File: config.mk
export PLATFORM = sky130hd
export DESIGN_NAME = param_shift_ring
export DESIGN_NICKNAME = d
export VERILOG_FILES = /design/src/rtl/param_shift_ring_pkg.sv /design/src/rtl/sseg_hex_decoder.sv /design/src/rtl/param_shift_ring.sv
export SDC_FILE = /design/constraint.sdc
export NUM_CORES = 1
export LEC_CHECK = 0
export CORE_MARGIN = 2
export CORE_UTILIZATION = 52
export CTS_CLUSTER_SIZE = 10
export DETAILED_ROUTE_END_ITERATION = 7
export MAX_ROUTING_LAYER = met4
export PLACE_DENSITY = 0.85
export SYNTH_ARGS = -nofsm -noshare
export SYNTH_HDL_FRONTEND = slang
export SYNTH_SLANG_ARGS = --single-unit
File: constraint.sdc
create_clock -name clk -period 5.4 [get_ports clk]
set_input_delay 0.54 -clock clk [delete_from_list [all_inputs] [get_ports clk]]
set_output_delay 0.54 -clock clk [all_outputs]
set_load 0.05 [all_outputs]
File: src/rtl/param_shift_ring_pkg.sv
// ----------------------------------------------------------------------------
// param_shift_ring_pkg
// Shared types and tables for the parameterised shift/rotate ring.
//   state_t    : burst FSM states (IDLE, SHIFT)
//   mode_t     : per-step operation applied to the register during a burst
//   SSEG_TABLE : active-low seven-segment codes {dp,g,f,e,d,c,b,a} for 0..F
// Related macro: SSEG_EN (enables the seven-segment output on the top level).
// ----------------------------------------------------------------------------
package param_shift_ring_pkg;

    localparam int unsigned MODE_W = 3;
    localparam int unsigned SEG_W  = 8;

    typedef enum logic {
        IDLE  = 1'b0,
        SHIFT = 1'b1
    } state_t;

    // Encodings match the 3-bit mode input; 3'b111 behaves like HOLD.
    typedef enum logic [MODE_W-1:0] {
        SHL    = 3'b000,
        SHR    = 3'b001,
        ROL    = 3'b010,
        ROR    = 3'b011,
        JOHN_L = 3'b100,
        JOHN_R = 3'b101,
        HOLD   = 3'b110
    } mode_t;

    // Decimal point kept off (1) in every entry.
    localparam logic [SEG_W-1:0] SSEG_TABLE [16] = '{
        8'hC0, 8'hF9, 8'hA4, 8'hB0,
        8'h99, 8'h92, 8'h82, 8'hF8,
        8'h80, 8'h90, 8'h88, 8'h83,
        8'hC6, 8'hA1, 8'h86, 8'h8E
    };

endpackage : param_shift_ring_pkg

File: src/rtl/sseg_hex_decoder.sv
// ----------------------------------------------------------------------------
// sseg_hex_decoder
// Combinational hex digit to active-low seven-segment decoder.
//   hex : 4-bit value to display
//   seg : active-low segment code {dp,g,f,e,d,c,b,a}, dp always off
// Only instantiated by param_shift_ring when SSEG_EN is defined.
// ----------------------------------------------------------------------------
module sseg_hex_decoder
    import param_shift_ring_pkg::*;
(
    input  logic [3:0]       hex,
    output logic [SEG_W-1:0] seg
);

    // Table lookup; all 16 entries populated so no default needed.
    always_comb begin
        seg = SSEG_TABLE[hex];
    end

endmodule : sseg_hex_decoder

File: src/rtl/param_shift_ring.sv
// ----------------------------------------------------------------------------
// param_shift_ring
// Parallel-loadable shift register that executes multi-step bursts of a
// selected shift/rotate/Johnson operation, with a live population count.
//
// Parameters
//   WIDTH : register width (>= 2)
//   AMT_W : width of the burst length input
// Ports
//   clk       : rising-edge clock
//   rst       : asynchronous reset, active low
//   en        : global enable; 0 freezes every register (done included)
//   load      : parallel load of data (wins over start, aborts a burst)
//   data      : parallel load value
//   serial_in : fill bit for SHL / SHR steps
//   mode      : burst operation, sampled when a burst starts
//   start     : burst request (ignored while busy)
//   amt       : number of steps in the burst (0 gives an immediate done)
//   Q         : register contents
//   ones      : population count of Q (combinational)
//   busy      : burst in progress (decoded from state)
//   done      : one-cycle pulse in the first IDLE cycle after a burst
//   seg_out   : active-low seven-segment code of ones[3:0] (SSEG_EN only)
// Macro: SSEG_EN adds seg_out and the seven-segment decoder.
// ----------------------------------------------------------------------------
module param_shift_ring
    import param_shift_ring_pkg::*;
#(
    parameter int unsigned WIDTH = 8,
    parameter int unsigned AMT_W = $clog2(2 * WIDTH) + 1
) (
    input  logic                         clk,
    input  logic                         rst,
    input  logic                         en,
    input  logic                         load,
    input  logic [WIDTH-1:0]             data,
    input  logic                         serial_in,
    input  logic [MODE_W-1:0]            mode,
    input  logic                         start,
    input  logic [AMT_W-1:0]             amt,
    output logic [WIDTH-1:0]             Q,
    output logic [$clog2(WIDTH+1)-1:0]   ones,
    output logic                         busy,
`ifdef SSEG_EN
    output logic                         done,
    output logic [SEG_W-1:0]             seg_out
`else
    output logic                         done
`endif
);

    localparam int unsigned OW = $clog2(WIDTH + 1);

    state_t           state;
    mode_t            mode_q;
    logic [AMT_W-1:0] cnt;

    // One burst step of the latched operation; unused encodings hold Q.
    function automatic logic [WIDTH-1:0] step_f(
        input logic [WIDTH-1:0] v,
        input mode_t            m,
        input logic             s
    );
        case (m)
            SHL:     step_f = {v[WIDTH-2:0], s};
            SHR:     step_f = {s, v[WIDTH-1:1]};
            ROL:     step_f = {v[WIDTH-2:0], v[WIDTH-1]};
            ROR:     step_f = {v[0], v[WIDTH-1:1]};
            JOHN_L:  step_f = {v[WIDTH-2:0], ~v[WIDTH-1]};
            JOHN_R:  step_f = {~v[0], v[WIDTH-1:1]};
            default: step_f = v;
        endcase
    endfunction

    // Burst FSM with register, counter and done pulse.
    always_ff @(posedge clk or negedge rst) begin
        if (!rst) begin
            Q      <= '0;
            state  <= IDLE;
            mode_q <= SHL;
            cnt    <= '0;
            done   <= 1'b0;
        end else if (en) begin
            done <= 1'b0;
            if (load) begin
                // Load aborts any burst silently.
                Q     <= data;
                state <= IDLE;
                cnt   <= '0;
            end else begin
                case (state)
                    IDLE: begin
                        if (start) begin
                            if (amt == '0) begin
                                done <= 1'b1;
                            end else begin
                                mode_q <= mode_t'(mode);
                                cnt    <= amt;
                                state  <= SHIFT;
                            end
                        end
                    end
                    SHIFT: begin
                        Q   <= step_f(Q, mode_q, serial_in);
                        cnt <= cnt - AMT_W'(1);
                        // Last step: return to IDLE with done raised alongside.
                        if (cnt == AMT_W'(1)) begin
                            state <= IDLE;
                            done  <= 1'b1;
                        end
                    end
                    default: state <= IDLE;
                endcase
            end
        end
    end

    always_comb begin
        busy = (state == SHIFT);
    end

    // Population count of Q, zero latency.
    always_comb begin
        ones = '0;
        for (int i = 0; i < int'(WIDTH); i++) begin
            ones = ones + OW'(Q[i]);
        end
    end

`ifdef SSEG_EN
    // Zero-extend so narrow counts still feed a full nibble.
    logic [OW+3:0] ones_ext;
    logic [3:0]    ones_nib;

    always_comb begin
        ones_ext = {4'b0000, ones};
        ones_nib = ones_ext[3:0];
    end

    sseg_hex_decoder u_sseg (
        .hex (ones_nib),
        .seg (seg_out)
    );
`endif

endmodule : param_shift_ring

* Yosys cells after proc, flatten, opt, wreduce, memory -nomap -nowiden
Cells that the tools add are included. Widths: inputs -> output; s select.
Cells by class: $lt $le $gt $ge 0, add/sub/neg operators 8, multiply operators 0, divide/modulo/power cells 0, multiplexer cells 17, equality and inequality tests 8, reduce and logical (&&, ||, !) cells 7, bitwise logic cells 5, shift-type cells 0
Operator list (number):
- $pmux 8 s6 | 1
- $add 4x1->4 | 4
- $mux 8 | 2
- $mux 5 | 3
- $pmux 5 s2 | 1
- $mux 1 | 8
- $reduce_bool 7->1 | 1
- $eq 3x2->1 const B | 2
- $eq 3x3->1 const B | 2
- $ne 3x3->1 const B | 2
- $reduce_and 3->1 | 2
- $eq 5x1->1 const B | 1
- $logic_not 5->1 | 1
- $not 1->1 | 5
- $reduce_and 5->1 | 1
- $sub 5x1->5 const B | 1
- $add 3x1->4 | 1
- $pmux 1 s2 | 2
- $add 2x1->3 | 1
- $eq 3x1->1 const B | 1
- $logic_not 3->1 | 1
- $add 1x1->2 | 1
- $reduce_bool 2->1 | 1
Storage, ports and cells: memories kept 0, input port bits 22, memory bits (writable) 0, latch bits 0, ROM bits 0, output and inout bits 14, bits in registers 18, logic and storage cells 50

* Depth between registers and ports, before layout
Gate-level depths: netlist of the first run.
depth after elaboration 7, depth in mapped cells 9, mapped depth without buffers 9

* Least setup slack after synthesis of the first run
OpenSTA, ideal clock, no wires.
kind register -> output, start point register Q[0], end point output ones[2], path slack 1.282 ns, required time 4.860 ns, stages on the path, launching flop included 10, arrival time 3.578 ns, buffers on the path 0, path through dfrtp_1 -> fa_1 -> inv_1 -> fa_1 -> fa_1 -> inv_1 -> ha_1 -> inv_1 -> fa_1 -> xnor2_1
On the way: word-level cells in the longest chain between the ends 7
Ends and longest elaborated chain:
- start, declared | RTL line param_shift_ring.sv:41 | output logic [WIDTH-1:0] Q,
- start signal, assigned | RTL line param_shift_ring.sv:87 | Q <= data;
- start signal, assigned | RTL line param_shift_ring.sv:104 | Q <= step_f(Q, mode_q, serial_in);
- $add 1x1->2 | RTL line param_shift_ring.sv:126 | ones = ones + OW'(Q[i]);
- $add 2x1->3 | RTL line param_shift_ring.sv:126
- $add 3x1->4 | RTL line param_shift_ring.sv:126
- $add 4x1->4 (4 in series) | RTL line param_shift_ring.sv:126
- end, declared | RTL line param_shift_ring.sv:42 | output logic [$clog2(WIDTH+1)-1:0] ones,
No other way between the ends.

* Worst setup path after layout of the first run
Same ends and word-level chain as after synthesis.

==> results of run 1 <==
## flip-flops by register name, summed over array words and instances (netlist names)
name	count
Q	8
cnt	5
mode_q	3
busy	1
done	1
## placed cells by master, fill, tap and decap left out, types with 5 or more instances in the layout
| master | count |
|---|---|
| sky130_fd_sc_hd__inv_1 | 15 |
| sky130_fd_sc_hd__a21oi_1 | 6 |
| sky130_fd_sc_hd__mux2_2 | 7 |
| sky130_fd_sc_hd__mux2i_1 | 11 |
| sky130_fd_sc_hd__nand2_1 | 19 |
| sky130_fd_sc_hd__dfrtp_1 | 18 |
| sky130_fd_sc_hd__clkdlybuf4s50_1 | 35 |
| sky130_fd_sc_hd__ha_1 | 5 |
| sky130_fd_sc_hd__o21ai_0 | 8 |
## routing by layer
metal / track usage (%) / share of wire [%] / up-vias
li1: - / - / 557
met2: 39.1 / 49 / 40
met1: 29.7 / 44 / 557
met3: 5.11 / 6.5 / 4
met4: 6.10 / 0.77 / 0
met5: - / 0 / -
## Yosys cell counts
library cell | number | share of area (%)
sky130_fd_sc_hd__nand2_1 | 19 | 5.3
sky130_fd_sc_hd__dfrtp_1 | 18 | 33
sky130_fd_sc_hd__inv_1 | 15 | 4.2
sky130_fd_sc_hd__mux2i_1 | 11 | 8.1
sky130_fd_sc_hd__o21ai_0 | 8 | 3.0
sky130_fd_sc_hd__mux2_2 | 7 | 5.8
sky130_fd_sc_hd__a21oi_1 | 6 | 2.2
sky130_fd_sc_hd__buf_2 | 5 | 1.8
sky130_fd_sc_hd__ha_1 | 5 | 4.6
sky130_fd_sc_hd__fa_1 | 4 | 5.9
sky130_fd_sc_hd__nor2_1 | 4 | 1.1
sky130_fd_sc_hd__o21ai_1 | 4 | 1.5
sky130_fd_sc_hd__nand3_1 | 3 | 1.1
sky130_fd_sc_hd__a31o_2 | 2 | 1.3
sky130_fd_sc_hd__buf_6 | 2 | 1.7
sky130_fd_sc_hd__nor2b_1 | 2 | 0.92
sky130_fd_sc_hd__nor3_1 | 2 | 0.74
sky130_fd_sc_hd__o211ai_1 | 2 | 1.1
sky130_fd_sc_hd__o22ai_1 | 2 | 0.92
sky130_fd_sc_hd__or3_1 | 2 | 0.92
sky130_fd_sc_hd__xnor2_1 | 2 | 1.3
sky130_fd_sc_hd__a211oi_1 | 1 | 0.55
sky130_fd_sc_hd__a21boi_2 | 1 | 0.83
sky130_fd_sc_hd__a21boi_4 | 1 | 1.4
sky130_fd_sc_hd__a21o_1 | 1 | 0.55
sky130_fd_sc_hd__a221oi_2 | 1 | 1.1
sky130_fd_sc_hd__a31oi_1 | 1 | 0.46
sky130_fd_sc_hd__buf_4 | 1 | 0.55
sky130_fd_sc_hd__mux2_1 | 1 | 0.83
sky130_fd_sc_hd__nand2b_4 | 1 | 1.0
sky130_fd_sc_hd__nand3_2 | 1 | 0.74
sky130_fd_sc_hd__nand3b_1 | 1 | 0.55
sky130_fd_sc_hd__nand4b_1 | 1 | 0.65
sky130_fd_sc_hd__nor2_2 | 1 | 0.46
sky130_fd_sc_hd__nor3b_1 | 1 | 0.55
sky130_fd_sc_hd__o311a_2 | 1 | 0.83
sky130_fd_sc_hd__o31ai_1 | 1 | 0.55
sky130_fd_sc_hd__o31ai_2 | 1 | 0.92
sky130_fd_sc_hd__or4_4 | 1 | 0.83
## cells by family after synthesis
kind of cell / Yosys count
AO/OA/AOI/OAI: 33
XOR/XNOR: 2
adder cells (fa/ha/maj): 9
buffers and inverters: 23
flip-flops: 18
AND/OR/NAND/NOR: 39
multiplexers: 19
## layout make-up
cell class / instances / area (µm²) / area share (%)
multi-input combinational: 102 / 795 / 46.0
tap: 30 / 37.5 / 2.18
clock buffer: 4 / 36.3 / 2.10
timing repair buffer: 35 / 350 / 20.3
sequential: 18 / 450 / 26.1
inverter: 15 / 56.3 / 3.26
## stage by stage
| step | cells | setup WS, ns | util [%] | hold WS (ns) |
|---|---|---|---|---|
| after CTS | 204 | 0.947 | 69.6 | 0.520 |
| after global placement | 200 | 1.37 | 68.2 | 0.486 |
| after detailed placement | 200 | 1.30 | 68.2 | 0.496 |
| after floorplan | 143 | 1.28 | - | 0.244 |
| final | 204 | 0.952 | 69.6 | 0.517 |
| after global routing | 204 | 0.684 | 69.6 | 0.552 |
## worst max path at each step
stage | from | to | slack (ns) | depth (start not counted)
6_report | Q[0] | ones[2] | 0.95 | 10
5_1_grt | Q[0] | ones[2] | 0.68 | 10
4_1_cts | Q[0] | ones[2] | 0.95 | 10
3_5_place_dp | Q[0] | ones[2] | 1.30 | 10
3_3_place_gp | Q[0] | ones[2] | 1.37 | 10
2_1_floorplan | Q[0] | ones[2] | 1.28 | 9
## where the power goes
group | total [mW] | switching, mW | internal, mW
registers | 0.225 | 0.0551 | 0.170
logic | 0.767 | 0.480 | 0.288
clock network | 0.0846 | 0.0435 | 0.0411
total | 1.08 | 0.578 | 0.499
## worst max-delay path, delay by kind of cell (launching register included)
kind / cells / cell delay (ns)
xor+xnor: 1 / 0.16
fa+ha+maj: 5 / 1.98
buf+inv: 4 / 1.02
flops: 1 / 0.46
==> impl_metrics.env, run 1 <==
export IMPL_worst_ir_drop_vdd_uv=735
export IMPL_critical_path_max_stage_delay_ns=0.83
export IMPL_cts_repair_resized=0
export IMPL_drc=0
export IMPL_grt_pass1_vias=1078
export IMPL_postLayoutCellArea_um2=1730
export IMPL_r2r_start="busy"
export IMPL_yosys_warnings=0
export IMPL_cp_slowest_cell="sky130_fd_sc_hd__clkdlybuf4s50_1"
export IMPL_via_per_inst=5.68
export IMPL_largest_net_degree_at_the_start_of_global_routing=19
export IMPL_total_power_divided_by_cell_area_nw_per_um2=624
export IMPL_synth_seq_area_share_pct=33.2
export IMPL_reg2reg_depth=3
export IMPL_grt_overflow_total=0
export IMPL_total_core_area_um2=2480
export IMPL_ctsRootBufferMaster="sky130_fd_sc_hd__clkbuf_4"
export IMPL_ratio_of_cells_with_drive_above_1_in_the_final_layout_pct=12.6
export IMPL_cts_post_setup_buffers_inserted=0
export IMPL_tightestPinTransition_ns=0.886
export IMPL_grt_first_pass_wirelength_mm=4.93
export IMPL_boundaryPins=36
export IMPL_floorplan_die_area_um2=3030
export IMPL_ordered_list_of_cells_on_the_worst_path="fa_1, inv_1, fa_1, fa_1, inv_1, ha_1, inv_1, fa_1, xnor2_1, clkdlybuf4s50_1"
export IMPL_worst_r2r_endpoint="Q[4]"
export IMPL_hold_buf_count_cts=0
export IMPL_synthesis_area_um2=1360
export IMPL_number_of_placement_rows=18
export IMPL_worstPathMaxFanout=5
export IMPL_yosys_mux_area_fraction_pct=14.8
export IMPL_post_synth_and_or_nand_nor_area_fraction_pct=14.9
export IMPL_static_leakage_power_nw=0.757
export IMPL_dp_hpwl_mm=2.35
export IMPL_tns_ns=0
export IMPL_replace_congestion=0.885
export IMPL_r2r_setup_slack_ns=3.41
export IMPL_slew_limit_headroom_pct=40.5
export IMPL_design_power_total_mw=1.08
export IMPL_synthesis_nets=174
export IMPL_clk_insertion_delay_late_ns=0.29
export IMPL_route_vias_total=1158
export IMPL_main_combinational_cell_family_by_area_after_synthesis="compound AO/OA/AOI/OAI gates"
export IMPL_cts_buffer_depth=2
export IMPL_groute_usage_overall_pct=23.7
export IMPL_initial_core_util_pct=54.7
export IMPL_worst_hold_path_num_cells=1
export IMPL_timing_max_cap_violations=0
export IMPL_cts_inserted_buffers=3
export IMPL_ant_diodes=0
export IMPL_fill_cells=194
export IMPL_cts_sink_count=18
export IMPL_antenna_left=0
export IMPL_worst_setup_path_end_kind="output port"
export IMPL_dpl_cell_area_um2=1690
export IMPL_cts_reportedPaths_clkPinSlew_ns=0.11
export IMPL_hold_end="done"
export IMPL_ys_ff_latch=18
export IMPL_horiz_die_dim_um=55.1
export IMPL_synthAdderAreaFrac_pct=10.5
export IMPL_report_final_slew_viol_count=0
export IMPL_final_period_minus_worst_setup_slack_ns=4.45
export IMPL_setup_repair_after_global_routing_missed_its_margin="no"
export IMPL_nNetsFinal=206
export IMPL_detail_route_wl_per_cell_um=14.7
export IMPL_route_final_wire_length_mm=3.01
export IMPL_cts_tree="yes"
export IMPL_cts_htree_levels=1
export IMPL_status="complete, no violations"
export IMPL_port_buffers=35
export IMPL_hold_path_startpoint="done"
export IMPL_area_delta_synth_final_pct=27.2
export IMPL_synth_compound_area_share_pct=17.2
export IMPL_synth_xor_xnor_area_share_pct=1.29
export IMPL_die_y_um=55.1
export IMPL_min_period_over_period_pct=82.4
export IMPL_max_freq_mhz=225
export IMPL_hold_class="reg -> reg"
export IMPL_syn_mean_instance_area_um2=9.48
export IMPL_class_of_the_most_critical_setup_path="reg -> out"
export IMPL_timing_critical_path_required_ns=4.86
export IMPL_final_setup_skew_ns=0.00144
export IMPL_cell_count_after_synthesis=143
export IMPL_dr_pass1_iters=4
export IMPL_grt_antenna_before_repair=0
export IMPL_critPathMostFrequentCell="sky130_fd_sc_hd__fa_1"
export IMPL_setup_viol_count_final=0
export IMPL_critPathLaunchType="flop"
export IMPL_drt_iter0_drc=25
export IMPL_netlist_cell_type_count=39
export IMPL_timing_critical_path_arrival_ns=3.91
export IMPL_timing_final_hold_violations=0
(Power assumes the default switching activity.)
==> run 2: changes to the inputs <==
--- a/config.mk
+++ b/config.mk
@@ -6,11 +6,11 @@
 export NUM_CORES = 1
 export LEC_CHECK = 0
 export CORE_MARGIN = 2
-export CORE_UTILIZATION = 52
+export CORE_UTILIZATION = 48
 export CTS_CLUSTER_SIZE = 10
 export DETAILED_ROUTE_END_ITERATION = 7
 export MAX_ROUTING_LAYER = met4
-export PLACE_DENSITY = 0.85
+export PLACE_DENSITY = 0.79
 export SYNTH_ARGS = -nofsm -noshare
 export SYNTH_HDL_FRONTEND = slang
 export SYNTH_SLANG_ARGS = --single-unit
==> constraint.sdc (replaced) <==
create_clock -name clk -period 4.5 [get_ports clk]
set_input_delay 0.45 -clock clk [delete_from_list [all_inputs] [get_ports clk]]
set_output_delay 0.45 -clock clk [all_outputs]
set_load 0.05 [all_outputs]
==> impl_metrics.env, run 2 (synthesized netlist as in run 1, its figures left out) <==
export IMPL_status="complete, no violations"
export IMPL_route_final_wire_length_mm=3.02
export IMPL_routed_wl_met2_mm=1.55
export IMPL_report_final_slew_viol_count=0
export IMPL_port_buffers=35
export IMPL_ant_diodes=0
export IMPL_nNetsFinal=206
export IMPL_number_of_placement_rows=19
export IMPL_met1_length_mm=1.33
export IMPL_worst_hold_slack_ns=0.522
export IMPL_max_freq_mhz=232
export IMPL_post_layout_nonfiller_instances=204
export IMPL_replace_congestion=0.870
export IMPL_initial_core_util_pct=50.0
export IMPL_cts_htree_levels=1
export IMPL_area_delta_synth_final_pct=26.3
export IMPL_worst_ir_drop_vdd_uv=961
export IMPL_grt_overflow_total=0
export IMPL_critPathLaunchType="flop"
export IMPL_detail_route_wl_per_cell_um=14.8
export IMPL_horiz_die_dim_um=57.2
export IMPL_grt_antenna_before_repair=0
export IMPL_dpl_cell_area_um2=1690
export IMPL_floorplan_die_area_um2=3270
export IMPL_final_setup_skew_ns=0.00356
export IMPL_boundaryPins=36
export IMPL_setup_viol_count_final=0
export IMPL_worstPathMaxFanout=5
export IMPL_max_flop_register="Q"
export IMPL_setup_repair_after_global_routing_missed_its_margin="no"
export IMPL_final_period_minus_worst_setup_slack_ns=4.30
export IMPL_groute_usage_overall_pct=21.1
export IMPL_timing_critical_path_required_ns=4.05
export IMPL_largest_register_ffs=8
export IMPL_final_common_cell="sky130_fd_sc_hd__clkdlybuf4s50_1"
export IMPL_timing_final_ws_setup_ns=0.195
export IMPL_largest_net_degree_at_the_start_of_global_routing=19
export IMPL_die_y_um=57.2
export IMPL_clk_insertion_delay_late_ns=0.29
export IMPL_cts_sink_count=18
export IMPL_timing_final_hold_violations=0
export IMPL_cts_buffer_depth=2
export IMPL_min_period_over_period_pct=95.7
export IMPL_tightestPinTransition_ns=0.942
export IMPL_class_of_the_most_critical_setup_path="reg -> out"
export IMPL_slew_limit_headroom_pct=36.8
export IMPL_cts_reportedPaths_clkPinSlew_ns=0.10
export IMPL_hold_class="reg -> reg"
export IMPL_tns_ns=0
export IMPL_drt_iter0_drc=28
export IMPL_placement_setup_worst_slack_ns=0.501
export IMPL_layout_top_registers="Q: 8 flops, cnt: 5 flops, mode_q: 3 flops"
export IMPL_hold_buf_count_cts=0
export IMPL_dr_max_layer_used="met4"
export IMPL_finish_utilization_pct=63.2
export IMPL_grt_first_pass_wirelength_mm=5.20
export IMPL_cts_post_setup_buffers_inserted=0
export IMPL_dr_pass1_iters=4
export IMPL_total_power_divided_by_cell_area_nw_per_um2=736
export IMPL_routed_wl_met3_um=108
export IMPL_worst_setup_path_end_kind="output port"
export IMPL_timing_max_cap_violations=0
export IMPL_ctsRootBufferMaster="sky130_fd_sc_hd__clkbuf_4"
export IMPL_cts_repair_resized=0
export IMPL_post_place_cells=201
export IMPL_postLayoutCellArea_um2=1710
export IMPL_grt_pass1_vias=1149
export IMPL_layout_cells_most_common_list="35 x sky130_fd_sc_hd__clkdlybuf4s50_1, 19 x sky130_fd_sc_hd__nand2_1, 18 x sky130_fd_sc_hd__dfrtp_1"
export IMPL_dp_hpwl_mm=2.38
export IMPL_drc=0
export IMPL_cts_tree="yes"
export IMPL_design_power_total_mw=1.26
export IMPL_antenna_left=0
export IMPL_cts_inserted_buffers=3
export IMPL_total_core_area_um2=2710
export IMPL_route_vias_total=1142
export IMPL_ratio_of_cells_with_drive_above_1_in_the_final_layout_pct=12.1
export IMPL_timing_critical_path_arrival_ns=3.85
export IMPL_static_leakage_power_nw=0.750
export IMPL_via_per_inst=5.60
==> run 2: cell types whose count changed in the layout (fill, tap and decap cells not counted) <==
cell	previous run	this run
sky130_fd_sc_hd__clkbuf_8	1	0
==> run 2: cell type report <==
| type | instances | area, µm² |
|---|---|---|
| Sequential cell | 18 | 450 |
| Inverter | 15 | 56.3 |
| Multi-Input combinational cell | 102 | 795 |
| Clock buffer | 3 | 22.5 |
| Timing Repair Buffer | 35 | 350 |
| Fill cell | 219 | 997 |
| Tap cell | 31 | 38.8 |
==> run 2: worst max-delay path: stages (launching register included) <==
cell	delay, ns
sky130_fd_sc_hd__dfrtp_1	0.47
sky130_fd_sc_hd__fa_1	0.55
sky130_fd_sc_hd__inv_1	0.05
sky130_fd_sc_hd__fa_1	0.49
sky130_fd_sc_hd__fa_1	0.41
sky130_fd_sc_hd__inv_1	0.07
sky130_fd_sc_hd__ha_1	0.15
sky130_fd_sc_hd__inv_1	0.05
sky130_fd_sc_hd__fa_1	0.37
sky130_fd_sc_hd__xnor2_1	0.15
sky130_fd_sc_hd__clkdlybuf4s50_1	0.82
==> run 2: worst paths after layout <==
| check | end | from | cells after the start | slack, ns |
|---|---|---|---|---|
| max in group asynchronous | Q[1] | rst | 1 | 3.35 |
| min reg2reg | done | done | 1 | 0.52 |
| min | done | done | 1 | 0.52 |
| max reg2reg | Q[1] | busy | 3 | 2.48 |
| min in group asynchronous | Q[6] | rst | 1 | 0.63 |
| max | ones[2] | Q[0] | 10 | 0.20 |
==> run 2: report_power, final <==
| group | total (mW) | internal (mW) | switching, mW |
|---|---|---|---|
| logic | 0.912 | 0.347 | 0.565 |
| registers | 0.268 | 0.204 | 0.0642 |
| clock network | 0.0815 | 0.0311 | 0.0504 |
==> run 2: routing by layer <==
layer	vias to the layer above	track usage, %
li1	558	-
met1	554	26.2
met2	26	36.0
met3	4	2.95
met4	0	6.31
met5	-	-
